$ cat src/rtl/tx_fsm.sv
// Transmit TLP framer: packs a 3DW/4DW header and a DW payload stream into 64-bit AXI4-Stream beats.
// Build option TX_PKT_CNT_EN adds tx_pkt_count, a wrapping count of TLPs sent.
module tx_fsm #(
    parameter int keep_width = 8
) (
    input  logic                  tx_clk,
    input  logic                  tx_reset_n,
    input  logic                  hdr_valid,
    output logic                  hdr_ready,
    input  logic [127:0]          hdr_data,
    input  logic                  pld_valid,
    output logic                  pld_ready,
    input  logic [31:0]           pld_data,
    output logic                  tx_valid,
    input  logic                  tx_ready,
    output logic [63:0]           tx_data,
    output logic [keep_width-1:0] tx_keep,
    output logic                  tx_last,
    output logic                  busy
`ifdef TX_PKT_CNT_EN
    ,
    output logic [15:0]           tx_pkt_count
`endif
);

    localparam logic [keep_width-1:0] keep_full = {keep_width{1'b1}};
    localparam logic [keep_width-1:0] keep_half = {{(keep_width/2){1'b0}}, {(keep_width/2){1'b1}}};

    typedef enum logic [2:0] {IDLE, H1, H2, DATA_LO, DATA_HI, DATA_LAST} state_t;

    state_t        state_reg;
    state_t        state_next;
    logic [127:0]  hdr_reg;
    logic [10:0]   rem_reg;
    logic [31:0]   lo_reg;
    logic          has_data;
    logic          is_4dw;
    logic          rem_one;
    logic          hdr_fire;
    logic          pld_fire;
    logic          tx_fire;

    // fmt[1] = payload present, fmt[0] = 4DW header
    assign has_data = hdr_reg[30];
    assign is_4dw   = hdr_reg[29];
    assign rem_one  = (rem_reg == 11'd1);
    assign hdr_fire = hdr_valid && hdr_ready;
    assign pld_fire = pld_valid && pld_ready;
    assign tx_fire  = tx_valid && tx_ready;

    always_ff @(posedge tx_clk or negedge tx_reset_n) begin
        if (!tx_reset_n) begin
            state_reg <= IDLE;
        end else begin
            state_reg <= state_next;
        end
    end

    always_ff @(posedge tx_clk or negedge tx_reset_n) begin
        if (!tx_reset_n) begin
            hdr_reg <= '0;
            rem_reg <= '0;
            lo_reg  <= '0;
        end else begin
            if (hdr_fire) begin
                hdr_reg <= hdr_data;
                rem_reg <= (hdr_data[9:0] == 10'd0) ? 11'd1024 : {1'b0, hdr_data[9:0]};
            end
            if (pld_fire) begin
                rem_reg <= rem_reg - 11'd1;
                if (state_reg == DATA_LO) begin
                    lo_reg <= pld_data;
                end
            end
        end
    end

    always_comb begin
        state_next = state_reg;
        case (state_reg)
            IDLE: begin
                if (hdr_fire) state_next = H1;
            end
            H1: begin
                if (tx_fire) state_next = H2;
            end
            H2: begin
                if (tx_fire) begin
                    if (!has_data)   state_next = IDLE;
                    else if (is_4dw) state_next = DATA_LO;
                    else             state_next = rem_one ? IDLE : DATA_LO;
                end
            end
            DATA_LO: begin
                if (pld_fire) state_next = rem_one ? DATA_LAST : DATA_HI;
            end
            DATA_HI: begin
                if (tx_fire) state_next = rem_one ? IDLE : DATA_LO;
            end
            DATA_LAST: begin
                if (tx_fire) state_next = IDLE;
            end
            default: state_next = IDLE;
        endcase
    end

    // In H2 (3DW write) and DATA_HI the beat carries the live payload DW, so the
    // payload is consumed exactly when the beat is.
    always_comb begin
        hdr_ready = 1'b0;
        pld_ready = 1'b0;
        tx_valid  = 1'b0;
        tx_data   = '0;
        tx_keep   = '0;
        tx_last   = 1'b0;
        busy      = (state_reg != IDLE);
        case (state_reg)
            IDLE: begin
                hdr_ready = 1'b1;
            end
            H1: begin
                tx_valid = 1'b1;
                tx_data  = hdr_reg[63:0];
                tx_keep  = keep_full;
            end
            H2: begin
                if (is_4dw) begin
                    tx_valid = 1'b1;
                    tx_data  = hdr_reg[127:64];
                    tx_keep  = keep_full;
                    tx_last  = !has_data;
                end else if (!has_data) begin
                    tx_valid = 1'b1;
                    tx_data  = {32'h0, hdr_reg[95:64]};
                    tx_keep  = keep_half;
                    tx_last  = 1'b1;
                end else begin
                    tx_valid  = pld_valid;
                    tx_data   = {pld_data, hdr_reg[95:64]};
                    tx_keep   = keep_full;
                    tx_last   = rem_one;
                    pld_ready = tx_ready;
                end
            end
            DATA_LO: begin
                pld_ready = 1'b1;
            end
            DATA_HI: begin
                tx_valid  = pld_valid;
                tx_data   = {pld_data, lo_reg};
                tx_keep   = keep_full;
                tx_last   = rem_one;
                pld_ready = tx_ready;
            end
            DATA_LAST: begin
                tx_valid = 1'b1;
                tx_data  = {32'h0, lo_reg};
                tx_keep  = keep_half;
                tx_last  = 1'b1;
            end
            default: ;
        endcase
    end

`ifdef TX_PKT_CNT_EN
    always_ff @(posedge tx_clk or negedge tx_reset_n) begin
        if (!tx_reset_n) begin
            tx_pkt_count <= '0;
        end else if (tx_fire && tx_last) begin
            tx_pkt_count <= tx_pkt_count + 16'd1;
        end
    end
`endif

endmodule
$ cat config.mk
export PLATFORM = sky130hd
export DESIGN_NAME = tx_fsm
export DESIGN_NICKNAME = d
export VERILOG_FILES = /design/src/rtl/tx_fsm.sv
export SDC_FILE = /design/constraint.sdc
export NUM_CORES = 1
export LEC_CHECK = 0
export CAP_MARGIN = 20
export CORE_MARGIN = 2
export CORE_UTILIZATION = 46
export DETAILED_ROUTE_END_ITERATION = 10
export PLACE_DENSITY = 0.81
export SLEW_MARGIN = 20
export SYNTH_ARGS = -nofsm -noshare
export SYNTH_HDL_FRONTEND = slang
export SYNTH_SLANG_ARGS = --single-unit
$ cat constraint.sdc
create_clock -name tx_clk -period 2.5 [get_ports tx_clk]
set_clock_uncertainty 0.05 [all_clocks]
set_input_delay 0.25 -clock tx_clk [delete_from_list [all_inputs] [get_ports tx_clk]]
set_output_delay 0.25 -clock tx_clk [all_outputs]
set_load 0.03 [all_outputs]
==> results of run 1 <==
## final cells by class
class                      count  area (um2)
multi-input combinational    656        3440
tap                          225         282
inverter                      39         146
timing repair buffer         284        3040
fill                        1370        5510
sequential                   174        4360
clock inverter                12         140
clock buffer                  19         443
## cell usage after synthesis, drive strengths merged (6+ instances only)
cell,n,area (um2)
a21oi,10,50.1
a222oi,32,320
a22oi,33,248
buf,29,164
clkbuf,41,154
dfrtp,174,4350
inv,39,146
mux2,32,360
nand2,425,1600
nand3,7,35.0
nor2,13,48.8
nor3,6,35.0
o211ai,6,50.1
o21ai,42,210
## power breakdown
group / switching, uW / internal (uW) / leakage, uW
Combinational: 4700 / 3450 / 0.00339
Sequential: 889 / 4170 / 0.00214
Clock: 1140 / 1500 / 0.000281
Total: 6730 / 9120 / 0.00582
## logic make-up after synthesis
logic type	Yosys count	share of synthesized area
AOI/OAI and AO/OA	140	0.123
xor gates and xnor gates	1	0.00107
adders and majority gates	2	0.00306
buffers and inverters	110	0.0579
DFF	174	0.532
muxes	33	0.0452
and+or+nand+nor	480	0.238
## path summary, 6_finish.rpt
path / cells after the start / endpoint / from
max reg2reg: 7 / state_reg[0] / rem_reg[6]
max in group asynchronous: 3 / hdr_reg[63] / tx_reset_n
min reg2reg: 2 / hdr_reg[14] / hdr_reg[14]
min in group tx_clk: 3 / hdr_reg[95] / hdr_data[95]
min: 2 / rem_reg[6] / tx_reset_n
max: 5 / tx_last / rem_reg[6]
## routing by layer
metal | part of all wire | vias up
met2 | 0.49 | 381
met3 | 0.087 | 32
met1 | 0.40 | 3825
met4 | 0.017 | 0
li1 | - | 3588
met5 | 0 | -
## per-stage QoR
step	cell area (um2)	TNS, ns	setup WS, ns
final	11800	-0.0206	-0.0112
after global routing	11800	-0.964	-0.117
after CTS	11700	-0.0541	-0.0541
after detailed placement	10900	0	0.224
after global placement	10900	0	0.299
after floorplan	8190	0	0.139
## repair_timing
item | CTS | global route
resized for setup | 17 | 33
hold buffers | 1 | 0
cloned | 1 | 2
pin swaps | 5 | 34
hold endpoints to repair | 174 | 0
setup buffers | 5 | 6
setup endpoints to repair | 52 | 57
==> impl_metrics.tcl, run 1 <==
set metrics [dict create \
    area_delta_synth_final_pct 44.7 \
    use_met3 0.0625 \
    period_needed_ns 2.51 \
    fp.dieH_um 137 \
    cp_max_fo 5 \
    syn-instance-count 940 \
    fin_hold_ws_ns 0.127 \
    yosys_warnings 0 \
    powerDensity_mw_per_mm2 1340 \
    grt_max_degree 128 \
    synth_flop_cell "dfrtp_1" \
    drc 0 \
    placedCellCount 1363 \
    max_freq_mhz 398 \
    crit_slowest_cell "or4_4" \
    min_path_type "in2async" \
    slowest_delay_ns 0.57 \
    period_share 1.00 \
    diodes 0 \
    syn_area_mm2 0.00819 \
    row_count 48 \
    grtUsageTotal 0.285 \
    cts_tree "built" \
    viasPerCell 5.55 \
    rrSetupSlack_ns 0.31 \
    crit_buf_inv 1 \
    fin_total_pwr_uw 15900 \
    violations "negative setup slack" \
    grt_use_met1 0.384 \
    path_cells "or4_4, nor4_4, a21boi_1, o21ai_1, buf_4" \
    clkTransAtPathRegs_ns 0.07 \
    cts-root-buf "clkbuf_16" \
    start_util 0.472 \
    cts_buffers 17 \
    drive_gt1_frac 0.173 \
    leakagePower_uw 0.00582 \
    portBuffers 241 \
    met2_usage 0.472 \
    drt-total-wl_mm 27.1 \
    die_x_um 137 \
    arrival_ns 2.21 \
    ys_ff_latch 174 \
    utilization 0.683 \
    place_congestion 0.871 \
    drv_cap 0 \
    irDropWorstVdd_mv 1.09 \
    grt_antenna_before_repair 0 \
    post_synth.cell_area_avg_um2 8.71 \
    grt_pass1_vias 7505 \
    clockBufferDepth 2 \
    max_slew_margin 0.528 \
    cp-start-kind "flip-flop" \
    final_common_cell "nand2_1" \
    status "finished, violations left" \
    first_iter_violations 774 \
    wire_per_inst_um 19.2 \
    synth-edff-count 0 \
    overflow 0 \
    vias 7826 \
    drt_first_pass_iters 6 \
    io-pin-count 242 \
    critPathKind "reg2out" \
    antenna_left 0 \
    largest_register_ffs 128 \
    cts.sinks 174 \
    cp-end-kind "output pin" \
    clk_latency_ns 0.42 \
    grt_pass1_wl_mm 40.7 \
    ys_types 51 \
    hpwlAfterDp_mm 18.5 \
    fin_cells 1409 \
    synth_nets 1107 \
    layout_common_cells "424 x nand2_1, 170 x dfrtp_1, 163 x clkdlybuf4s50_1" \
    grt.busiest_layer "met2" \
    grt_setup_unrepaired "yes" \
    crit_family "simple AND/OR/NAND/NOR gates" \
    fin_ws_ns -0.0112 \
    worst_pin_slew_ns 0.708 \
    final_max_slew_viol_count 0 \
    h-tree-depth 4 \
    synthArstFlopShare 1.00 \
    required_ns 2.20 \
    yosysSeqAreaShare 0.532 \
    fin_nets 1339 \
    die_area_mm2 0.0189 \
    fp.coreArea_mm2 0.0174 \
    final-hold-violation-count 0 \
    setup-violations-final 2 \
]
Note: power is estimated with default switching activity, not from simulation.
==> run 2, diff against run 1 <==
- RECOVER_POWER: default -> 100
==> run 2 against run 1 <==
Core utilization decreased by 0.43 points. The flow finishes with violations (max-capacitance violations, max-slew violations, negative setup slack). First-iteration DRC count decreased by 1.3%. Cell area decreased by 0.62%. Clock-buffer cell count unchanged. Largest cell class unchanged. Highest routed layer unchanged. Flip-flop and latch count unchanged. Power decreased by 0.53%. Combinational power decreased by 1%. Setup slack got worse by 0.023 ns. Final cell count unchanged.
==> impl_metrics.tcl, run 2 (same netlist as run 1, synthesis figures left out) <==
set metrics [dict create \
    diodes 0 \
    powerDensity_mw_per_mm2 1340 \
    drv_cap 1 \
    grt_use_met1 0.384 \
    grt_pass1_vias 7505 \
    area_delta_synth_final_pct 43.8 \
    grt_pass1_wl_mm 40.7 \
    final_common_cell "nand2_1" \
    grt_max_degree 128 \
    drt-total-wl_mm 27.1 \
    grt_setup_unrepaired "yes" \
    cts_buffers 17 \
    period_share 1.01 \
    antenna_left 0 \
    status "finished, violations left" \
    leakagePower_uw 0.00578 \
    clk_latency_ns 0.42 \
    cts-root-buf "clkbuf_16" \
    wire_per_inst_um 19.2 \
    final-hold-violation-count 0 \
    largest_register_ffs 128 \
    finalInstanceArea_mm2 0.0118 \
    vias 7829 \
    arrival_ns 2.23 \
    fp.coreArea_mm2 0.0174 \
    cpMostUsedCell "buf_6" \
    cts_tree "built" \
    r2r_cells 6 \
    min_path_type "in2async" \
    placedCellCount 1363 \
    critPathCapture "tx_data[24]" \
    drt_first_pass_iters 8 \
    portBuffers 241 \
    met2_usage 0.472 \
    violations "max-capacitance violations, max-slew violations, negative setup slack" \
    final_max_slew_viol_count 128 \
    grt.busiest_layer "met2" \
    rrSetupSlack_ns 0.09 \
    critPathKind "reg2out" \
    dpl_cell_area_mm2 0.0109 \
    irDropWorstVdd_mv 1.03 \
    max_freq_mhz 395 \
    cp_max_fo 34 \
    cp-start-kind "flip-flop" \
    hpwlAfterDp_mm 18.5 \
    fin_ws_ns -0.0341 \
    drc 0 \
    timing.rr.start "state_reg[2]" \
    use_met3 0.0625 \
    overflow 0 \
    worst_pin_slew_ns 1.77 \
    fin_nets 1339 \
    fin_tns_setup_ns -0.0745 \
    fin_total_pwr_uw 15800 \
    row_count 48 \
    period_needed_ns 2.53 \
    fp.dieH_um 137 \
    grt_antenna_before_repair 0 \
    required_ns 2.20 \
    die_area_mm2 0.0189 \
    path_cells "buf_6, nor2b_2, buf_6, a22oi_1, o21ai_0, buf_12" \
    slowest_delay_ns 0.43 \
    place_congestion 0.871 \
    start_util 0.472 \
    grtUsageTotal 0.285 \
    h-tree-depth 4 \
    r2r_end "lo_reg[10]" \
    crit_slowest_cell "dfrtp_2" \
    clkTransAtPathRegs_ns 0.07 \
    max_slew_margin -0.182 \
    setup-violations-final 4 \
    cp-end-kind "output pin" \
    first_iter_violations 764 \
    die_x_um 137 \
    dpl_worst_slack_ns 0.224 \
    cts.sinks 174 \
    drive_gt1_frac 0.168 \
    fin_cells 1409 \
    critPathLaunch "state_reg[2]" \
    viasPerCell 5.56 \
    clockBufferDepth 2 \
    io-pin-count 242 \
    layout_common_cells "424 x nand2_1, 170 x dfrtp_1, 163 x clkdlybuf4s50_1" \
]
## run 2: changes by cell type in the layout (fill, tap and decap cells not counted), sizes merged
| cell | previous run | this run |
|---|---|---|
| buf | 117 | 111 |
| clkbuf | 22 | 28 |
## run 2: worst min-delay path by stage
stage | slack, ns | end | startpoint
after floorplan | -0.1 | hdr_reg[0] | tx_reset_n
after global placement | 0.006 | rem_reg[6] | tx_reset_n
after detailed placement | 0.005 | rem_reg[6] | tx_reset_n
after CTS | 0.11 | rem_reg[6] | tx_reset_n
after global routing | 0.09 | rem_reg[6] | tx_reset_n
final | 0.09 | rem_reg[6] | tx_reset_n
## run 2: critical path, delay by kind of cell, from the launching register on
family	cells	cell delay [ns]
AOI/OAI and AO/OA	2	0.55
DFF	1	0.43
buffers and inverters	3	0.66
and+or+nand+nor	1	0.17
## run 2: report_power, final
part           leakage [uW]  internal, uW  total [uW]  switching (uW)
logic               0.00335          3380        8060            4680
clock network      0.000281          1500        2650            1140
registers           0.00214          4170        5060             893
## run 2: final cells by class
cell class	instances	area, um2
clock buffer	19	443
clock inverter	12	140
fill	1384	5580
inverter	39	146
multi-input combinational	656	3410
sequential	174	4360
tap	225	282
timing repair buffer	284	2990
## run 2: metal layers
metal  up-vias  share of wire
met5         -              0
met4         0          0.017
met3        34          0.089
met2       383           0.49
met1      3826           0.40
li1       3586              -
## run 2: timing repair
item,4_1_cts,5_1_grt
setup buffers,5,6
hold buffers,1,0
pin swaps,5,34
hold endpoints to repair,174,0
resized for setup,17,33
endpoints found under the setup margin,52,57
cloned,1,2
## run 2: stage by stage
stage	hold slack (ns)	util
after floorplan	-0.0956	-
after global placement	0.00573	0.630
after detailed placement	0.00523	0.630
after CTS	0.111	0.671
after global routing	0.0936	0.678
final	0.0877	0.678
